**config.mk**
```make
export PLATFORM = sky130hd
export DESIGN_NAME = mem_process_engine
export DESIGN_NICKNAME = d
export VERILOG_FILES = /design/src/rtl/mem_process_engine.sv
export SDC_FILE = /design/constraint.sdc
export NUM_CORES = 1
export LEC_CHECK = 0
export CELL_PAD_IN_SITES_DETAIL_PLACEMENT = 0
export CELL_PAD_IN_SITES_GLOBAL_PLACEMENT = 1
export CORE_ASPECT_RATIO = 0.7
export CORE_UTILIZATION = 28
export DETAILED_ROUTE_END_ITERATION = 6
export PLACE_DENSITY = 0.68
export SLEW_MARGIN = 20
export SYNTH_ARGS = -nofsm -noshare
export SYNTH_HDL_FRONTEND = slang
export SYNTH_SLANG_ARGS = --single-unit
```
**constraint.sdc**
```tcl
create_clock -name clk -period 4.45 [get_ports clk]
set_clock_uncertainty 0.2 [all_clocks]
set_input_delay 0.89 -clock clk [delete_from_list [all_inputs] [get_ports clk]]
set_output_delay 0.89 -clock clk [all_outputs]
set_load 0.01 [all_outputs]
```
**src/rtl/mem_process_engine.sv**
```systemverilog
// rtl/mem_process_engine.sv - host-triggered read-modify-write engine over the shared FPGA/PCIe RAM
// Optional run checksum accumulator: define MEM_PROC_CHECKSUM_EN.
module mem_process_engine #(
  parameter int DW = 32,
  parameter int AW = 21,
  parameter logic [AW-1:0] CMD_ADDR  = 21'h07FFFE,
  parameter logic [AW-1:0] BASE_ADDR = 21'h07FFFD,
  parameter logic [AW-1:0] LEN_ADDR  = 21'h07FFFC,
  parameter logic [AW-1:0] ADD_ADDR  = 21'h07FFFB,
  parameter int DEF_LEN = 999001
) (
  input  logic          clk,
  input  logic          rst_n,
  input  logic          pci_wr_en,
  input  logic [AW-1:0] pci_req_addr,
  input  logic [DW-1:0] pci_input_data,
  input  logic          mem_ready,
  input  logic          rd_valid,
  input  logic [DW-1:0] rd_data,
  output logic          rd_req,
  output logic          FPGA_wr_en,
  output logic [AW-1:0] req_addr,
  output logic [DW-1:0] write_data,
  output logic          flag_we,
  output logic [DW-1:0] out_flag,
  output logic          busy,
  output logic [AW-1:0] progress,
  output logic [DW-1:0] checksum
);

  typedef enum logic [2:0] {IDLE, RD_REQ, RD_WAIT, MODIFY, WR_REQ, DONE, ABORT} state_t;

  localparam int NB = DW / 8;
  localparam logic [DW-1:0] START_CODE = DW'(32'h0001_0000);
  localparam logic [DW-1:0] ABORT_CODE = DW'(32'h0002_0000);
  localparam logic [DW-1:0] OP_MASK    = DW'(3);
  localparam logic [DW-1:0] FLAG_START = DW'(2);
  localparam logic [DW-1:0] FLAG_DONE  = DW'(4);
  localparam logic [DW-1:0] FLAG_ABORT = DW'(8);
  localparam logic [DW-1:0] FLAG_ERR   = DW'(16);
  localparam logic [AW-1:0] LEN_RESET  = AW'(DEF_LEN);
  localparam logic [AW-1:0] ONE_A      = AW'(1);
  localparam logic [DW-1:0] ONE_D      = DW'(1);

  state_t        state;
  logic [AW-1:0] base;
  logic [AW-1:0] length;
  logic [DW-1:0] addend;
  logic [AW-1:0] addr;
  logic [AW-1:0] count;
  logic [DW-1:0] data;
  logic [1:0]    op;
  logic          abort_pend;
  logic          done_pulse;

  function automatic logic [DW-1:0] bswap(input logic [DW-1:0] v);
    logic [DW-1:0] r;
    r = '0;
    for (int i = 0; i < NB; i++) r[8*i +: 8] = v[8*(NB-1-i) +: 8];
    return r;
  endfunction

  // op 0 is an increment of a little-endian word held in a big-endian view
  function automatic logic [DW-1:0] apply_op(input logic [1:0] o, input logic [DW-1:0] v,
                                             input logic [DW-1:0] add);
    logic [DW-1:0] r;
    case (o)
      2'd0:    r = bswap(bswap(v) + ONE_D);
      2'd1:    r = v + add;
      2'd2:    r = ~v;
      default: r = bswap(v);
    endcase
    return r;
  endfunction

  // The host is locked out during the DONE flag cycle even though the state is already IDLE
  logic host_ok, cmd_wr, is_start, is_abort, abort_now, abort_any;
  assign host_ok   = pci_wr_en && !done_pulse;
  assign cmd_wr    = host_ok && (pci_req_addr == CMD_ADDR);
  assign is_start  = (pci_input_data & ~OP_MASK) == START_CODE;
  assign is_abort  = pci_input_data == ABORT_CODE;
  assign abort_now = cmd_wr && is_abort;
  assign abort_any = abort_now || abort_pend;
  assign busy      = (state != IDLE);

`ifdef MEM_PROC_CHECKSUM_EN
  logic [DW-1:0] sum;
  assign checksum = sum;
`else
  assign checksum = '0;
`endif

  // Main sequencer: config/command decode, memory handshakes and flag reporting
  always_ff @(posedge clk or negedge rst_n) begin
    if (!rst_n) begin
      state      <= IDLE;
      base       <= '0;
      length     <= LEN_RESET;
      addend     <= ONE_D;
      addr       <= '0;
      count      <= '0;
      data       <= '0;
      op         <= '0;
      abort_pend <= 1'b0;
      done_pulse <= 1'b0;
      rd_req     <= 1'b0;
      FPGA_wr_en <= 1'b0;
      req_addr   <= '0;
      write_data <= '0;
      flag_we    <= 1'b0;
      out_flag   <= '0;
      progress   <= '0;
`ifdef MEM_PROC_CHECKSUM_EN
      sum        <= '0;
`endif
    end else begin
      flag_we    <= 1'b0;
      done_pulse <= 1'b0;
      if (abort_now && state != IDLE && state != DONE) abort_pend <= 1'b1;
      case (state)
        IDLE: begin
          if (host_ok) begin
            if (pci_req_addr == BASE_ADDR) base   <= pci_input_data[AW-1:0];
            if (pci_req_addr == LEN_ADDR)  length <= pci_input_data[AW-1:0];
            if (pci_req_addr == ADD_ADDR)  addend <= pci_input_data;
          end
          if (cmd_wr) begin
            if (is_start) begin
              op         <= pci_input_data[1:0];
              addr       <= base;
              count      <= '0;
              progress   <= '0;
              abort_pend <= 1'b0;
              flag_we    <= 1'b1;
              out_flag   <= FLAG_START;
`ifdef MEM_PROC_CHECKSUM_EN
              sum        <= '0;
`endif
              if (length == '0) begin
                state <= DONE;
              end else begin
                state      <= RD_REQ;
                rd_req     <= 1'b1;
                FPGA_wr_en <= 1'b0;
                req_addr   <= base;
              end
            end else if (!is_abort) begin
              flag_we  <= 1'b1;
              out_flag <= FLAG_ERR;
            end
          end
        end
        RD_REQ: begin
          if (mem_ready) begin
            rd_req <= 1'b0;
            state  <= abort_any ? ABORT : RD_WAIT;
          end
        end
        RD_WAIT: begin
          if (abort_any) begin
            state <= ABORT;
          end else if (rd_valid) begin
            data  <= rd_data;
            state <= MODIFY;
          end
        end
        MODIFY: begin
          if (abort_any) begin
            state <= ABORT;
          end else begin
            data       <= apply_op(op, data, addend);
            write_data <= apply_op(op, data, addend);
            rd_req     <= 1'b1;
            FPGA_wr_en <= 1'b1;
            req_addr   <= addr;
            state      <= WR_REQ;
          end
        end
        WR_REQ: begin
          if (mem_ready) begin
            count      <= count + ONE_A;
            progress   <= progress + ONE_A;
            addr       <= addr + ONE_A;
            FPGA_wr_en <= 1'b0;
`ifdef MEM_PROC_CHECKSUM_EN
            sum        <= sum + write_data;
`endif
            if (abort_any) begin
              rd_req <= 1'b0;
              state  <= ABORT;
            end else if (count + ONE_A == length) begin
              rd_req <= 1'b0;
              state  <= DONE;
            end else begin
              rd_req   <= 1'b1;
              req_addr <= addr + ONE_A;
              state    <= RD_REQ;
            end
          end
        end
        DONE: begin
          flag_we    <= 1'b1;
          out_flag   <= FLAG_DONE;
          req_addr   <= CMD_ADDR;
          count      <= '0;
          addr       <= '0;
          done_pulse <= 1'b1;
          state      <= IDLE;
        end
        ABORT: begin
          flag_we    <= 1'b1;
          out_flag   <= FLAG_ABORT;
          count      <= '0;
          abort_pend <= 1'b0;
          state      <= IDLE;
        end
        default: state <= IDLE;
      endcase
    end
  end

endmodule

```
==> results.yml, run 1 <==
status:
  outcome: "completed"
synth:
  synth_top_family_by_area: "compound AO/OA/AOI/OAI gates"
  yosys.area_share.simple: 0.193
  async_flop_share: 1.00
  synth-edff-count: 0
  ys_seq_elements: 236
  synth_largest_area_cell: "dfrtp_1"
  synthTopCellsByArea: "dfrtp_1 (35%), mux2_2 (5.6%), nand2_1 (4.5%)"
  synth_cell_types: 88
  syn_area_per_cell_um2: 8.84
  synth_compound_area_frac: 0.195
  ys.flop_type: "dfrtp_1"
  synth_top_area_frac: 0.352
  synthMuxAreaShare: 0.0897
  synthAdderAreaFrac: 0.0290
  yosysSeqAreaShare: 0.375
  synth-xor-area-share: 0.0466
  netlist_instances: 1787
  netlist_area_mm2: 0.0158
  ys_warn_count: 0
worst_setup_path:
  cp_data_required_time_ns: 4.70
  crit_start: "count[0]$_DFFE_PN0P_"
  critPathCapture: "req_addr[20]$_DFFE_PN0P_"
  critPathCaptureType: "flop"
  cp-start-kind: "flop"
  cp_cell_sequence: "ha_1, nand3_1, buf_4, nor3_1, xnor2_1, nand3_1, a2111oi_4, o2111ai_2, nand3b_4, mux2_2"
  reg2reg_from: "count[0]$_DFFE_PN0P_"
  rrSetupSlack_ns: 0.49
  crit_fanout: 18
  crit_slowest_cell: "dfrtp_1"
  cpPeakStageDelay_ns: 0.51
  cpMostUsedCell: "nand3_1"
  rr_worst_depth: 10
  rr_endpoint: "req_addr[20]$_DFFE_PN0P_"
  path_class: "reg -> reg"
  cp.arrival_ns: 4.21
finish:
  diodes: 0
  layout-area-overhead-vs-synth_pct: 22.4
  fillers: 5748
  drive_gt1_frac: 0.140
  layout.nets: 2081
  design_area_mm2: 0.0193
floorplanning:
  die_h_um: 201
  start_util: 0.285
  core_mm2: 0.0555
  rows: 72
  die_area_mm2: 0.0574
  die_w_um: 286
  io_pins: 232
clock_tree:
  cts_root_buf: "clkbuf_16"
  clockBufferDepth: 3
  cts_buffers: 28
  cts.sinks: 236
  holdBufCountCts: 0
  cts_tree: "done"
  ctsResizeCount: 0
  htree_num_levels: 1
  postCtsSetupRepairBufs: 0
  cts.clk_slew.worst_paths_ns: 0.06
  clk_latency_ns: 0.60
pwr:
  power.switching_mw: 4.21
  clkPwrFrac: 0.231
  ir_drop_mv: 0.276
  p_int_mw: 5.88
  swShare: 0.417
  comb_power_share: 0.458
  p_seq_frac: 0.312
  finalPower_mw: 10.1
  p_per_area_mw_per_mm2: 522
  p_leak_nw: 8.53
place:
  hpwl_mm: 43.0
  placed_area_mm2: 0.0184
  gp_congestion: 0.950
  port_buffers: 171
route:
  totalWireLength_mm: 56.8
  drc: 0
  drtAntennaViolNets: 0
  viasPerCell: 5.36
  drtPass1Iterations: 7
  wire_per_inst_um: 20.9
  drt_iter0_drc: 1418
  vias: 14600
timing:
  worstMarginPinSlew_ns: 1.05
  hold_viol: 0
  drv_slew: 0
  finalCritPeriodShare: 0.890
  fmax_mhz: 253
  setup_tns_ns: 0
  rsz0062_at_grt: "false"
  fin_crit_ns: 3.96
  max-slew-margin-rel: 0.297
  setup_viol: 0
global_routing:
  grt_max_degree: 110
  grt_pass1_wl_mm: 86.5
  grt_usage: 0.194
  grt_antenna_before_repair: 3
  grt_pass1_vias: 13800
  grt_overflow: 0
flow_run:
  max_cap_viol_count: 0
worst_hold_path:
  hold_class: "in -> async"
-- stage by stage --
| stage | hold WS [ns] | cells | util | setup WS, ns |
|---|---|---|---|---|
| 6_report | 0.206 | 2717 | 0.349 | 0.490 |
| 5_1_grt | 0.255 | 2717 | 0.349 | 0.293 |
| 4_1_cts | 0.233 | 2717 | 0.349 | 0.512 |
| 3_5_place_dp | 0.267 | 2665 | 0.332 | 0.0229 |
| 3_3_place_gp | 0.262 | 2665 | 0.332 | 0.0437 |
| 2_1_floorplan | 0.267 | 1846 | - | 1.15 |
-- routing by layer --
layer	GRT usage	wire, µm
met5	0	0
met3	0.0370	4350
met2	0.276	23600
met1	0.303	28000
met4	0.0307	810
-- state kept, by name, summed over array words and instances (netlist names), 3 cells and up --
| name | cells |
|---|---|
| base | 21 |
| length | 21 |
| req_addr | 21 |
| write_data | 32 |
| addend | 32 |
| state | 3 |
| data | 32 |
| addr | 21 |
| progress | 21 |
| out_flag | 4 |
| count | 21 |
-- layout make-up --
class | count | area, µm² | share of cell area
Tap cell | 740 | 926 | 0.0479
Clock inverter | 11 | 134 | 0.00692
Multi-Input combinational cell | 1387 | 9000 | 0.465
Sequential cell | 236 | 5930 | 0.306
Clock buffer | 41 | 790 | 0.0408
Timing Repair Buffer | 256 | 2400 | 0.124
Inverter | 46 | 173 | 0.00892
-- cell usage after synthesis, types with 31 or more instances --
master    count
a21oi_1     112
and3_1       38
buf_4        64
clkbuf_1     93
dfrtp_1     222
ha_1         35
inv_1        46
mux2_2       79
nand2_1     191
nand3_1      65
nand4_1      31
nor2_1      127
nor3_1       46
o21ai_0     141
xnor2_1      53
xor2_1       31
-- cell usage in the layout (no fill, tap or decap), types with 12 or more instances in the layout --
| cell | count |
|---|---|
| o21ai_0 | 141 |
| a21oi_1 | 112 |
| and3_1 | 38 |
| o221ai_1 | 15 |
| clkdlybuf4s50_1 | 170 |
| buf_4 | 81 |
| mux2_2 | 79 |
| o22ai_1 | 14 |
| o211ai_1 | 18 |
| mux2i_1 | 28 |
| or3_1 | 18 |
| inv_1 | 46 |
| o31ai_1 | 15 |
| dfstp_2 | 14 |
| conb_1 | 60 |
| nand2b_1 | 13 |
| ha_1 | 35 |
| xor2_1 | 31 |
| nor2_1 | 125 |
| nand2_1 | 190 |
| mux2_4 | 12 |
| dfrtp_1 | 220 |
| clkbuf_16 | 28 |
| a31oi_1 | 18 |
| a21o_1 | 19 |
| nor3_1 | 46 |
| nand4_1 | 31 |
| nand3_1 | 65 |
| nor4_1 | 20 |
| a211oi_1 | 16 |
| xnor2_1 | 53 |
-- how the worst min path moves through the flow --
| stage | startpoint | endpoint | slack (ns) | cells past startpoint |
|---|---|---|---|---|
| finish | rst_n | write_data[28]$_DFFE_PN0P_ | 0.21 | 1 |
| global route | rst_n | data[28]$_DFFE_PN0P_ | 0.26 | 1 |
| CTS | rst_n | addend[9]$_DFFE_PN0P_ | 0.23 | 1 |
| detailed placement | write_data[19]$_DFFE_PN0P_ | write_data[19]$_DFFE_PN0P_ | 0.27 | 2 |
| global placement | write_data[15]$_DFFE_PN0P_ | write_data[15]$_DFFE_PN0P_ | 0.26 | 1 |
| floorplan | base[12]$_DFFE_PN0P_ | addr[12]$_DFFE_PN0P_ | 0.27 | 2 |
-- cells by family after synthesis --
kind of cell	after synthesis
multiplexers	122
flip-flops	236
AND/OR/NAND/NOR	611
XOR/XNOR	84
buffers and inverters	223
adder cells (fa/ha/maj)	36
other	1
AO/OA/AOI/OAI	474
-- power by group through the flow --
stage               Combinational, mW  Sequential (mW)  Clock, mW
finish                           4.62             3.15       2.33
global route                     5.02             3.21       2.48
CTS                              4.57             3.14       2.40
detailed placement               4.56             3.17          0
global placement                 4.50             3.18          0
floorplan                        2.73             3.05          0
-- worst max-delay path, delay by kind of cell (launching register included) --
kind | cells | cell delay (ns)
multiplexers | 1 | 0.38
adder cells (fa/ha/maj) | 1 | 0.29
XOR/XNOR | 1 | 0.20
AO/OA/AOI/OAI | 2 | 0.69
AND/OR/NAND/NOR | 4 | 1.25
buffers and inverters | 1 | 0.27
flip-flops | 1 | 0.51
Note: power is estimated with default switching activity, not from simulation.
==> inputs of run 2 (changes only) <==
CORE_UTILIZATION = 42   (was 28)
PLACE_DENSITY = 0.91   (was 0.68)
==> results.yml, run 2 (same netlist as run 1, synthesis figures left out) <==
clock_tree:
  postCtsSetupRepairBufs: 0
  cts_buffers: 26
  holdBufCountCts: 0
  cts.clk_slew.worst_paths_ns: 0.07
  htree_num_levels: 1
  cts_root_buf: "clkbuf_16"
  cts.sinks: 236
  clk_latency_ns: 0.55
  cts_tree: "done"
  ctsResizeCount: 0
  clockBufferDepth: 3
finish:
  final_cell_mix: "dfrtp_1 (220), nand2_1 (189), clkdlybuf4s50_1 (170)"
  fin_cells: 2442
  fin_util: 0.510
  drive_gt1_frac: 0.132
  layout.nets: 2060
  top_regs: "addend: 32 flops, data: 32 flops, write_data: 32 flops"
  layout_commonest_cell: "dfrtp_1"
  layout-area-overhead-vs-synth_pct: 19.9
global_routing:
  use_met3: 0.0809
  grt-busiest-layer: "met1"
  grt_antenna_before_repair: 0
  grt.met1_usage: 0.416
  grt_max_degree: 76
  grt_overflow: 0
  grt_pass1_wl_mm: 79.9
  grt_pass1_vias: 13300
  use_met2: 0.369
  grt_usage: 0.271
worst_setup_path:
  rrSetupSlack_ns: 0.62
  cp_cell_sequence: "ha_1, fa_1, a21o_1, a211oi_1, nor3_1, o2111ai_1, o2111ai_1, a41oi_1, o22ai_1, o21ai_0"
  cp.depth: 10
  crit_slowest_cell: "o2111ai_1"
  crit_fanout: 6
  rr_worst_depth: 10
  cpPeakStageDelay_ns: 0.54
  crit_buf_inv: 0
  crit_start: "data[0]$_DFFE_PN0P_"
  rr_endpoint: "data[28]$_DFFE_PN0P_"
  cp.arrival_ns: 4.10
  crit_family: "compound AO/OA/AOI/OAI gates"
  critPathCaptureType: "flop"
  cp-start-kind: "flop"
  reg2reg_from: "data[0]$_DFFE_PN0P_"
  cpMostUsedCell: "o2111ai_1"
  cp_data_required_time_ns: 4.72
  path_class: "reg -> reg"
  critPathCapture: "data[28]$_DFFE_PN0P_"
floorplanning:
  die_w_um: 234
  start_util: 0.426
  core_mm2: 0.0371
  rows: 59
  die_h_um: 164
  die_area_mm2: 0.0384
  io_pins: 232
timing:
  setup_tns_ns: 0
  finalCritPeriodShare: 0.861
  hold_viol: 0
  drv_slew: 0
  fin_crit_ns: 3.83
  max-slew-margin-rel: 0.312
  rsz0062_at_grt: "false"
  worstMarginPinSlew_ns: 1.02
  fmax_mhz: 261
  setup_viol: 0
pwr:
  ir_drop_mv: 0.321
  p_per_area_mw_per_mm2: 530
  p_leak_nw: 8.45
  power.switching_mw: 4.08
  p_int_mw: 5.95
  clkPwrFrac: 0.234
  comb_power_share: 0.451
  p_seq_frac: 0.316
  swShare: 0.407
status:
  violations: "design-rule violations"
  outcome: "finished with violations"
route:
  drtAntennaViolNets: 0
  drc: 12
  drtPass1Iterations: 7
  totalWireLength_mm: 52.9
  viasPerCell: 5.97
  wire_per_inst_um: 21.7
  drt_iter0_drc: 1740
  vias: 14600
place:
  port_buffers: 171
  dp_cells: 2394
  hpwl_mm: 39.7
  gp_congestion: 1.02
worst_hold_path:
  hold_class: "in -> async"
flow_run:
  max_cap_viol_count: 0
## run 2: cell types whose count changed in the layout (fill, tap and decap cells not counted), moves of 2 or more
cell,change
buf_12,+4
buf_4,-23
bufinv_16,+2
clkinvlp_4,+2
clkinv_2,-3
clkbuf_1,-4
## run 2: stage by stage
stage	total power, mW	cell area (µm²)	worst slack (ns)	hold slack, ns
after floorplan	5.79	16000	1.15	0.267
after global placement	7.51	18000	0.296	0.261
after detailed placement	7.60	18000	0.282	0.263
after CTS	9.98	18900	0.657	0.115
after global routing	10.6	18900	0.404	0.150
final	10.0	18900	0.620	0.101
## run 2: worst min path at each step
stage	endpoint	slack [ns]	depth (start not counted)
floorplan	addr[12]$_DFFE_PN0P_	0.27	2
global placement	write_data[3]$_DFFE_PN0P_	0.26	2
detailed placement	write_data[19]$_DFFE_PN0P_	0.26	2
CTS	write_data[31]$_DFFE_PN0P_	0.11	1
global route	data[31]$_DFFE_PN0P_	0.15	1
finish	write_data[31]$_DFFE_PN0P_	0.10	1
## run 2: routing by layer
metal  share of wire  vias up
li1                -     6720
met4           0.014        2
met3            0.10       64
met1            0.48     7184
met5          0.0022        -
met2            0.40      614
## run 2: area by class of cell
cell class              count  area [µm²]
repair buffers            237        2310
clock buffers              37         763
diodes                      1        2.50
clock inverters            10         155
multi-input cells        1387        9000
flip-flops and latches    236        5930
inverters                  46         173
fillers                  3413       18200
well taps                 488         611
## run 2: power by group through the flow
stage | combinational [mW] | clock [mW] | sequential, mW
floorplan | 2.73 | 0 | 3.05
global route | 4.89 | 2.47 | 3.22
CTS | 4.44 | 2.39 | 3.14
global placement | 4.35 | 0 | 3.17
detailed placement | 4.42 | 0 | 3.18
finish | 4.52 | 2.35 | 3.17
